File: config.mk
export PLATFORM = sky130hd
export DESIGN_NAME = rc4_phase_ctrl
export DESIGN_NICKNAME = d
export VERILOG_FILES = /design/src/rtl/rc4_ctrl_pkg.sv /design/src/rtl/s_mem_mux.sv /design/src/rtl/rc4_phase_ctrl.sv
export SDC_FILE = /design/constraint.sdc
export NUM_CORES = 1
export LEC_CHECK = 0
export BUFFER_PORTS_ARGS = -buffer_cell sky130_fd_sc_hd__buf_2
export CORE_UTILIZATION = 50
export DETAILED_ROUTE_END_ITERATION = 8
export PLACE_DENSITY = 0.86
export SLEW_MARGIN = 0
export SYNTH_ARGS = -nofsm -noshare
export SYNTH_HDL_FRONTEND = slang
export SYNTH_SLANG_ARGS = --single-unit
File: constraint.sdc
create_clock -name clk -period 3.45 [get_ports clk]
set_input_delay 0.5175 -clock clk [delete_from_list [all_inputs] [get_ports clk]]
set_output_delay 0.5175 -clock clk [all_outputs]
set_load 0.05 [all_outputs]
File: src/rtl/rc4_ctrl_pkg.sv
// Shared types for the RC4 key-search phase controller: the sequencer state
// encoding, the S-memory phase selector, and default sizing constants.
package rc4_ctrl_pkg;

  localparam int DEF_KEY_WIDTH = 24;
  localparam int DEF_TIMEOUT   = 4096;

  typedef enum logic [3:0] {
    ST_IDLE      = 4'd0,
    ST_INIT_GO   = 4'd1,
    ST_INIT_WAIT = 4'd2,
    ST_KSA_GO    = 4'd3,
    ST_KSA_WAIT  = 4'd4,
    ST_PRGA_GO   = 4'd5,
    ST_PRGA_WAIT = 4'd6,
    ST_CHECK     = 4'd7,
    ST_NEXT_KEY  = 4'd8,
    ST_DONE_OK   = 4'd9,
    ST_DONE_FAIL = 4'd10
  } state_t;

  typedef enum logic [1:0] {
    PH_NONE = 2'd0,
    PH_INIT = 2'd1,
    PH_KSA  = 2'd2,
    PH_PRGA = 2'd3
  } phase_t;

  // Which phase owns the S-memory port in a given sequencer state.
  function automatic phase_t phase_of(input state_t s);
    phase_t ph;
    ph = PH_NONE;
    case (s)
      ST_INIT_GO, ST_INIT_WAIT: ph = PH_INIT;
      ST_KSA_GO,  ST_KSA_WAIT:  ph = PH_KSA;
      ST_PRGA_GO, ST_PRGA_WAIT: ph = PH_PRGA;
      default:                  ph = PH_NONE;
    endcase
    return ph;
  endfunction

endpackage

File: src/rtl/s_mem_mux.sv
// S-memory write-port mux. Selection depends only on the owning phase, so a
// request from a phase that does not own the port never reaches memory.
module s_mem_mux
  import rc4_ctrl_pkg::*;
(
  input  phase_t     i_phase,
  input  logic [7:0] i_init_addr,
  input  logic [7:0] i_init_data,
  input  logic       i_init_wren,
  input  logic [7:0] i_ksa_addr,
  input  logic [7:0] i_ksa_data,
  input  logic       i_ksa_wren,
  input  logic [7:0] i_prga_addr,
  input  logic [7:0] i_prga_data,
  input  logic       i_prga_wren,
  output logic [7:0] o_s_addr,
  output logic [7:0] o_s_data,
  output logic       o_s_wren
);

  // Route the owning phase's request; drive an inert all-zero request otherwise.
  always_comb begin
    o_s_addr = 8'd0;
    o_s_data = 8'd0;
    o_s_wren = 1'b0;
    case (i_phase)
      PH_INIT: begin
        o_s_addr = i_init_addr;
        o_s_data = i_init_data;
        o_s_wren = i_init_wren;
      end
      PH_KSA: begin
        o_s_addr = i_ksa_addr;
        o_s_data = i_ksa_data;
        o_s_wren = i_ksa_wren;
      end
      PH_PRGA: begin
        o_s_addr = i_prga_addr;
        o_s_data = i_prga_data;
        o_s_wren = i_prga_wren;
      end
      default: begin
        o_s_addr = 8'd0;
        o_s_data = 8'd0;
        o_s_wren = 1'b0;
      end
    endcase
  end

endmodule

File: src/rtl/rc4_phase_ctrl.sv
// RC4 key-search sequencer: for each candidate key runs init, KSA and PRGA in
// order, owns the S-memory write mux, and stops on a valid plaintext or when
// KEY_LAST has been tried. Optional per-phase watchdog under `WATCHDOG_EN`.
module rc4_phase_ctrl
  import rc4_ctrl_pkg::*;
#(
  parameter int                   KEY_WIDTH = DEF_KEY_WIDTH,
  parameter logic [KEY_WIDTH-1:0] KEY_LAST  = KEY_WIDTH'(24'h3FFFFF),
  parameter int                   TIMEOUT   = DEF_TIMEOUT
)(
  input  logic                 clk,
  input  logic                 reset,
  input  logic                 start,
  output logic                 done,
  output logic                 found,
  output logic [KEY_WIDTH-1:0] key,
  output logic                 start_init,
  output logic                 start_ksa,
  output logic                 start_prga,
  input  logic                 finish_init,
  input  logic                 finish_ksa,
  input  logic                 finish_prga,
  input  logic                 prga_valid,
  input  logic [7:0]           init_addr,
  input  logic [7:0]           init_data,
  input  logic                 init_wren,
  input  logic [7:0]           ksa_addr,
  input  logic [7:0]           ksa_data,
  input  logic                 ksa_wren,
  input  logic [7:0]           prga_addr,
  input  logic [7:0]           prga_data,
  input  logic                 prga_wren,
  output logic [7:0]           s_addr,
  output logic [7:0]           s_data,
  output logic                 s_wren,
  output logic                 timeout_err
);

  state_t               r_state;
  state_t               w_state_nxt;
  logic [KEY_WIDTH-1:0] r_key;
  logic                 r_valid;
  logic                 r_done;
  logic                 r_found;
  logic                 w_restart;
  logic                 w_waiting;
  logic                 w_wd_trip;
  phase_t               w_phase;

  assign w_restart = start && (r_state == ST_IDLE || r_state == ST_DONE_OK ||
                               r_state == ST_DONE_FAIL);
  assign w_waiting = (r_state == ST_INIT_WAIT) || (r_state == ST_KSA_WAIT) ||
                     (r_state == ST_PRGA_WAIT);

`ifdef WATCHDOG_EN
  localparam int             WD_W    = $clog2(TIMEOUT + 1);
  localparam logic [WD_W-1:0] WD_LAST = WD_W'(TIMEOUT - 1);

  logic [WD_W-1:0] r_wd_cnt;
  logic            r_timeout_err;
  logic            w_finish_cur;
  logic            w_wd_fire;

  assign w_finish_cur = (r_state == ST_INIT_WAIT && finish_init) ||
                        (r_state == ST_KSA_WAIT  && finish_ksa)  ||
                        (r_state == ST_PRGA_WAIT && finish_prga);
  assign w_wd_trip    = w_waiting && (r_wd_cnt == WD_LAST);
  assign w_wd_fire    = w_wd_trip && !w_finish_cur;
  assign timeout_err  = r_timeout_err;

  // Per-phase wait counter: zeroed in each GO state, counts every WAIT cycle.
  always_ff @(posedge clk or posedge reset) begin
    if (reset) begin
      r_wd_cnt <= '0;
    end else if (r_state == ST_INIT_GO || r_state == ST_KSA_GO || r_state == ST_PRGA_GO) begin
      r_wd_cnt <= '0;
    end else if (w_waiting) begin
      r_wd_cnt <= r_wd_cnt + WD_W'(1);
    end
  end

  // Sticky timeout flag, cleared only when a new search is started.
  always_ff @(posedge clk or posedge reset) begin
    if (reset) begin
      r_timeout_err <= 1'b0;
    end else if (w_wd_fire) begin
      r_timeout_err <= 1'b1;
    end else if (w_restart) begin
      r_timeout_err <= 1'b0;
    end
  end
`else
  logic w_unused_timeout;

  assign w_unused_timeout = (TIMEOUT > 0);
  assign w_wd_trip        = 1'b0;
  assign timeout_err      = 1'b0;
`endif

  // Sequencer state register.
  always_ff @(posedge clk or posedge reset) begin
    if (reset) r_state <= ST_IDLE;
    else       r_state <= w_state_nxt;
  end

  // Next-state logic and one-cycle phase start pulses decoded from state.
  always_comb begin
    w_state_nxt = r_state;
    start_init  = 1'b0;
    start_ksa   = 1'b0;
    start_prga  = 1'b0;
    case (r_state)
      ST_IDLE, ST_DONE_OK, ST_DONE_FAIL: begin
        if (start) w_state_nxt = ST_INIT_GO;
      end
      ST_INIT_GO: begin
        start_init  = 1'b1;
        w_state_nxt = ST_INIT_WAIT;
      end
      ST_INIT_WAIT: begin
        if (finish_init)    w_state_nxt = ST_KSA_GO;
        else if (w_wd_trip) w_state_nxt = ST_DONE_FAIL;
      end
      ST_KSA_GO: begin
        start_ksa   = 1'b1;
        w_state_nxt = ST_KSA_WAIT;
      end
      ST_KSA_WAIT: begin
        if (finish_ksa)     w_state_nxt = ST_PRGA_GO;
        else if (w_wd_trip) w_state_nxt = ST_DONE_FAIL;
      end
      ST_PRGA_GO: begin
        start_prga  = 1'b1;
        w_state_nxt = ST_PRGA_WAIT;
      end
      ST_PRGA_WAIT: begin
        if (finish_prga)    w_state_nxt = ST_CHECK;
        else if (w_wd_trip) w_state_nxt = ST_DONE_FAIL;
      end
      ST_CHECK: begin
        if (r_valid)                w_state_nxt = ST_DONE_OK;
        else if (r_key == KEY_LAST) w_state_nxt = ST_DONE_FAIL;
        else                        w_state_nxt = ST_NEXT_KEY;
      end
      ST_NEXT_KEY: w_state_nxt = ST_INIT_GO;
      default:     w_state_nxt = ST_IDLE;
    endcase
  end

  // Candidate key: zeroed on a new search, stepped once per NEXT_KEY, never wraps.
  always_ff @(posedge clk or posedge reset) begin
    if (reset) begin
      r_key <= '0;
    end else if (w_restart) begin
      r_key <= '0;
    end else if (r_state == ST_NEXT_KEY && r_key != {KEY_WIDTH{1'b1}}) begin
      r_key <= r_key + KEY_WIDTH'(1);
    end
  end

  // Capture the PRGA verdict only on the cycle PRGA reports completion.
  always_ff @(posedge clk or posedge reset) begin
    if (reset)                                    r_valid <= 1'b0;
    else if (r_state == ST_PRGA_WAIT && finish_prga) r_valid <= prga_valid;
  end

  // Registered status: valid from the first cycle of a DONE state.
  always_ff @(posedge clk or posedge reset) begin
    if (reset) begin
      r_done  <= 1'b0;
      r_found <= 1'b0;
    end else begin
      r_done  <= (w_state_nxt == ST_DONE_OK) || (w_state_nxt == ST_DONE_FAIL);
      r_found <= (w_state_nxt == ST_DONE_OK);
    end
  end

  assign done    = r_done;
  assign found   = r_found;
  assign key     = r_key;
  assign w_phase = phase_of(r_state);

  s_mem_mux u_s_mem_mux (
    .i_phase     (w_phase),
    .i_init_addr (init_addr),
    .i_init_data (init_data),
    .i_init_wren (init_wren),
    .i_ksa_addr  (ksa_addr),
    .i_ksa_data  (ksa_data),
    .i_ksa_wren  (ksa_wren),
    .i_prga_addr (prga_addr),
    .i_prga_data (prga_data),
    .i_prga_wren (prga_wren),
    .o_s_addr    (s_addr),
    .o_s_data    (s_data),
    .o_s_wren    (s_wren)
  );

endmodule
==> metrics.csv <==
stage,metric,value,unit
run_status,status,"complete, no violations",
run,cap_violations,0,
floorplan,die-height,67.0,um
timing,worst-slew-pin-transition,1.08,ns
clock_tree,max-clock-path-buffers,2,
clock_tree,cts_buffers,5,
worst_setup_path,critPathLaunchType,flip-flop,
cells_and_area,post-route-util,0.678,
yosys,synth_top_cell_area_share,0.367,
floorplan,ioPinCount,105,
power_and_ir_drop,pwr-share-comb,0.648,
timing,hold_violations,0,
global_route,globalRouteTotalUtil,0.252,
worst_setup_path,arrival,2.76,ns
yosys,synthesis.yosys.warnings,0,
floorplan,die_area,4490,sq um
yosys,synth-edff-count,0,
power_and_ir_drop,sw_frac_of_total,0.573,
placement,hpwl_after_dpl,4260,um
detailed_routing,vias,2319,
placement,placement.io_buffers,103,
yosys,ys_dominant_reg_cell,sky130_fd_sc_hd__dfrtp_1,
global_route,grt_ovf,0,
clock_tree,clock_latency_late_sink,0.29,ns
detailed_routing,final_routed_drc_violation_total,0,
timing,maxSlewHeadroom,0.280,
worst_setup_path,critical_path.startpoint,r_state[1]$_DFF_PP0_,
hold_path,holdCritPathClass,input pin to asynchronous set/reset pin,
clock_tree,clk_pin_slew,0.06,ns
detailed_routing,drtPass1Iterations,5,
timing,setup_violations,0,
cells_and_area,n_fill_cell,343,
timing,grt_setup_unrepaired,no,
power_and_ir_drop,power_density,839,nW/um^2
power_and_ir_drop,fin_total_pwr,0.00229,W
worst_setup_path,r2r_setup_slack,1.12,ns
power_and_ir_drop,power_switching,0.00131,W
detailed_routing,wl_per_cell,15.0,um
timing,finalMaxSlewViolations,0,
cells_and_area,n_antenna_cell,0,
timing,finalWorstPathRequiredPeriod,3.27,ns
yosys,synth_cells,240,
yosys,ys_seq_elements,31,
placement,dp_slack,0.565,ns
yosys,ys_types,44,
global_route,antenna_found_initial,0,
power_and_ir_drop,sequential_share_of_power,0.214,
placement,dp_cells,380,
yosys,synth-seq-area-share,0.367,
global_route,grt_start_max_net_pins,32,
worst_setup_path,criticalPathCategory,flip-flop to output pin,
power_and_ir_drop,peakVddDrop,0.398,mV
clock_tree,clock_sink_count,31,
power_and_ir_drop,leakage,1.41,nW
clock_tree,cts_root_buffer,sky130_fd_sc_hd__clkbuf_8,
timing,final.setup_skew,0.00493,ns
worst_setup_path,critPathRequiredTime,2.93,ns
clock_tree,ctsResizeCount,0,
placement,placer_s_final_routability_congestion_estimate,0.865,
clock_tree,cts-htree-levels,2,
worst_setup_path,critPathCapture,s_data[6],
cells_and_area,filler_free_cell_count_of_the_finished_design,388,
detailed_routing,detail_route.vias_per_cell,5.98,
floorplan,die_width,67.0,um
yosys,commonest_cells_post_synth,"31 x sky130_fd_sc_hd__dfrtp_1, 21 x sky130_fd_sc_hd__inv_1, 21 x sky130_fd_sc_hd__nor2_1",
timing,final.setup.tns,0,ns
yosys,synthesis.area,2110,sq um
floorplan,rows,23,
timing,fin_ws,0.177,ns
cells_and_area,final_net_count,396,
clock_tree,holdBufCountCts,0,
floorplan,core_area,4030,sq um
yosys,synthArstFlopShare,1.00,
yosys,synthesis.area_per_instance,8.81,sq um
clock_tree,clock_tree_from_tritoncts,done,
yosys,post-synth-top-area-cell,sky130_fd_sc_hd__dfrtp_1,
worst_setup_path,r2r_start,r_state[1]$_DFF_PP0_,
clock_tree,post-cts-setup-buffer-count,0,
worst_setup_path,crit_fanout,17,
global_route,via_count_of_the_first_global_routing_pass,1921,
detailed_routing,ant_nets,0,
power_and_ir_drop,part_of_the_total_power_dissipated_in_the_clock_network,0.138,
cells_and_area,drive_above_1_share,0.355,
timing,fmaxAchievable,306,MHz
detailed_routing,drtIter0Drc,155,
timing,fin_crit_sh,0.949,
worst_setup_path,reg2reg_depth,5,
global_route,grt_first_pass_wirelength,8390,um
cells_and_area,synthToLayoutAreaGrowth,29.3,%
worst_setup_path,worstReg2RegEnd,key[6]$_DFFE_PP0P_,
detailed_routing,wirelength,5820,um
power_and_ir_drop,internal_power,0.000980,W
worst_setup_path,critical_path.endpoint_type,output pin,
yosys,yosysMostFrequentCell,sky130_fd_sc_hd__dfrtp_1,
yosys,netlist_top_cells_area,"sky130_fd_sc_hd__dfrtp_1 37%, sky130_fd_sc_hd__a222oi_1 8.1%, sky130_fd_sc_hd__xnor2_1 5.0%",
floorplan,initial_core_util,0.525,
yosys,synth_nets,299,
power by group through the flow:
stage	registers, W	logic [W]	clock network (W)
floorplan	0.000471	0.00118	0
global placement	0.000487	0.00145	0
detailed placement	0.000493	0.00148	0
CTS	0.000490	0.00148	0.000323
global route	0.000498	0.00157	0.000341
finish	0.000491	0.00149	0.000317
metrics by stage:
step	hold WS [ns]	instance area, sq um
after floorplan	0.496	2110
after global placement	0.526	2630
after detailed placement	0.534	2630
after CTS	0.302	2730
after global routing	0.350	2730
final	0.290	2730
worst max-delay path: stages, from the launching register on:
cell and delay (ns):
sky130_fd_sc_hd__dfrtp_1 0.61, sky130_fd_sc_hd__nand2_1 0.14, sky130_fd_sc_hd__o22a_1 0.23, sky130_fd_sc_hd__nor2_1 0.80, sky130_fd_sc_hd__a222oi_1 0.30, sky130_fd_sc_hd__inv_1 0.11, sky130_fd_sc_hd__buf_2 0.27
cells in the final DEF, fill, tap and decap left out, types with 3 or more instances in the layout:
cell type                  instances
sky130_fd_sc_hd__nand2_1          14
sky130_fd_sc_hd__o31ai_1           7
sky130_fd_sc_hd__nor3_1            7
sky130_fd_sc_hd__dfrtp_1          31
sky130_fd_sc_hd__nand3_1          10
sky130_fd_sc_hd__a222oi_1         17
sky130_fd_sc_hd__buf_2           103
sky130_fd_sc_hd__xor2_1            3
sky130_fd_sc_hd__o21ai_0           5
sky130_fd_sc_hd__a21oi_1          11
sky130_fd_sc_hd__xnor2_1          12
sky130_fd_sc_hd__nor2b_1           4
sky130_fd_sc_hd__and4_1            6
sky130_fd_sc_hd__inv_1            21
sky130_fd_sc_hd__and3_1            4
sky130_fd_sc_hd__nor4_1            3
sky130_fd_sc_hd__mux2_2            3
sky130_fd_sc_hd__nor2_1           21
sky130_fd_sc_hd__or4_1             5
sky130_fd_sc_hd__nand4_1           7
sky130_fd_sc_hd__clkbuf_8          7
sky130_fd_sc_hd__buf_4             3
sky130_fd_sc_hd__or3_1             4
sky130_fd_sc_hd__nand2b_1          4
area by class of cell:
cell class / instances / area (sq um) / area share
multi-input combinational: 172 / 1180 / 0.431
tap: 50 / 62.6 / 0.0229
sequential: 31 / 776 / 0.284
clock buffer: 8 / 100 / 0.0366
timing repair buffer: 106 / 538 / 0.197
inverter: 21 / 78.8 / 0.0288
per-layer routing:
layer  track usage  vias to the layer above  share of wire  wire, um
met2         0.459                       87           0.53      3060
met3        0.0582                        9          0.074       429
met1         0.286                     1125           0.39      2250
met5             0                        -              0         0
li1              -                     1098              -         -
met4        0.0798                        0          0.015        87
worst min path at each step:
stage	startpoint	to	cells after the start
final	reset	r_state[2]$_DFF_PP0_	3
after floorplan	r_valid$_DFFE_PP0P_	r_valid$_DFFE_PP0P_	1
after global routing	reset	r_state[2]$_DFF_PP0_	3
after detailed placement	r_valid$_DFFE_PP0P_	r_valid$_DFFE_PP0P_	1
after global placement	r_valid$_DFFE_PP0P_	r_valid$_DFFE_PP0P_	1
after CTS	reset	r_state[2]$_DFF_PP0_	3
cell families (layout without fill, tap and decap cells):
group / count (synthesis) / after routing / synth area share
xor gates and xnor gates: 15 / 15 / 0.0622
DFF: 31 / 31 / 0.367
muxes: 5 / 5 / 0.0255
other: 1 / 1 / 0.00177
AOI/OAI and AO/OA: 51 / 51 / 0.192
buffers and inverters: 37 / 135 / 0.0782
and+or+nand+nor: 99 / 99 / 0.267
adders and majority gates: 1 / 1 / 0.00592
registers in the layout (all words and copies together) (netlist names):
name / flops
found: 1
key: 24
r_state: 4
r_valid: 1
done: 1
(Power assumes the default switching activity.)
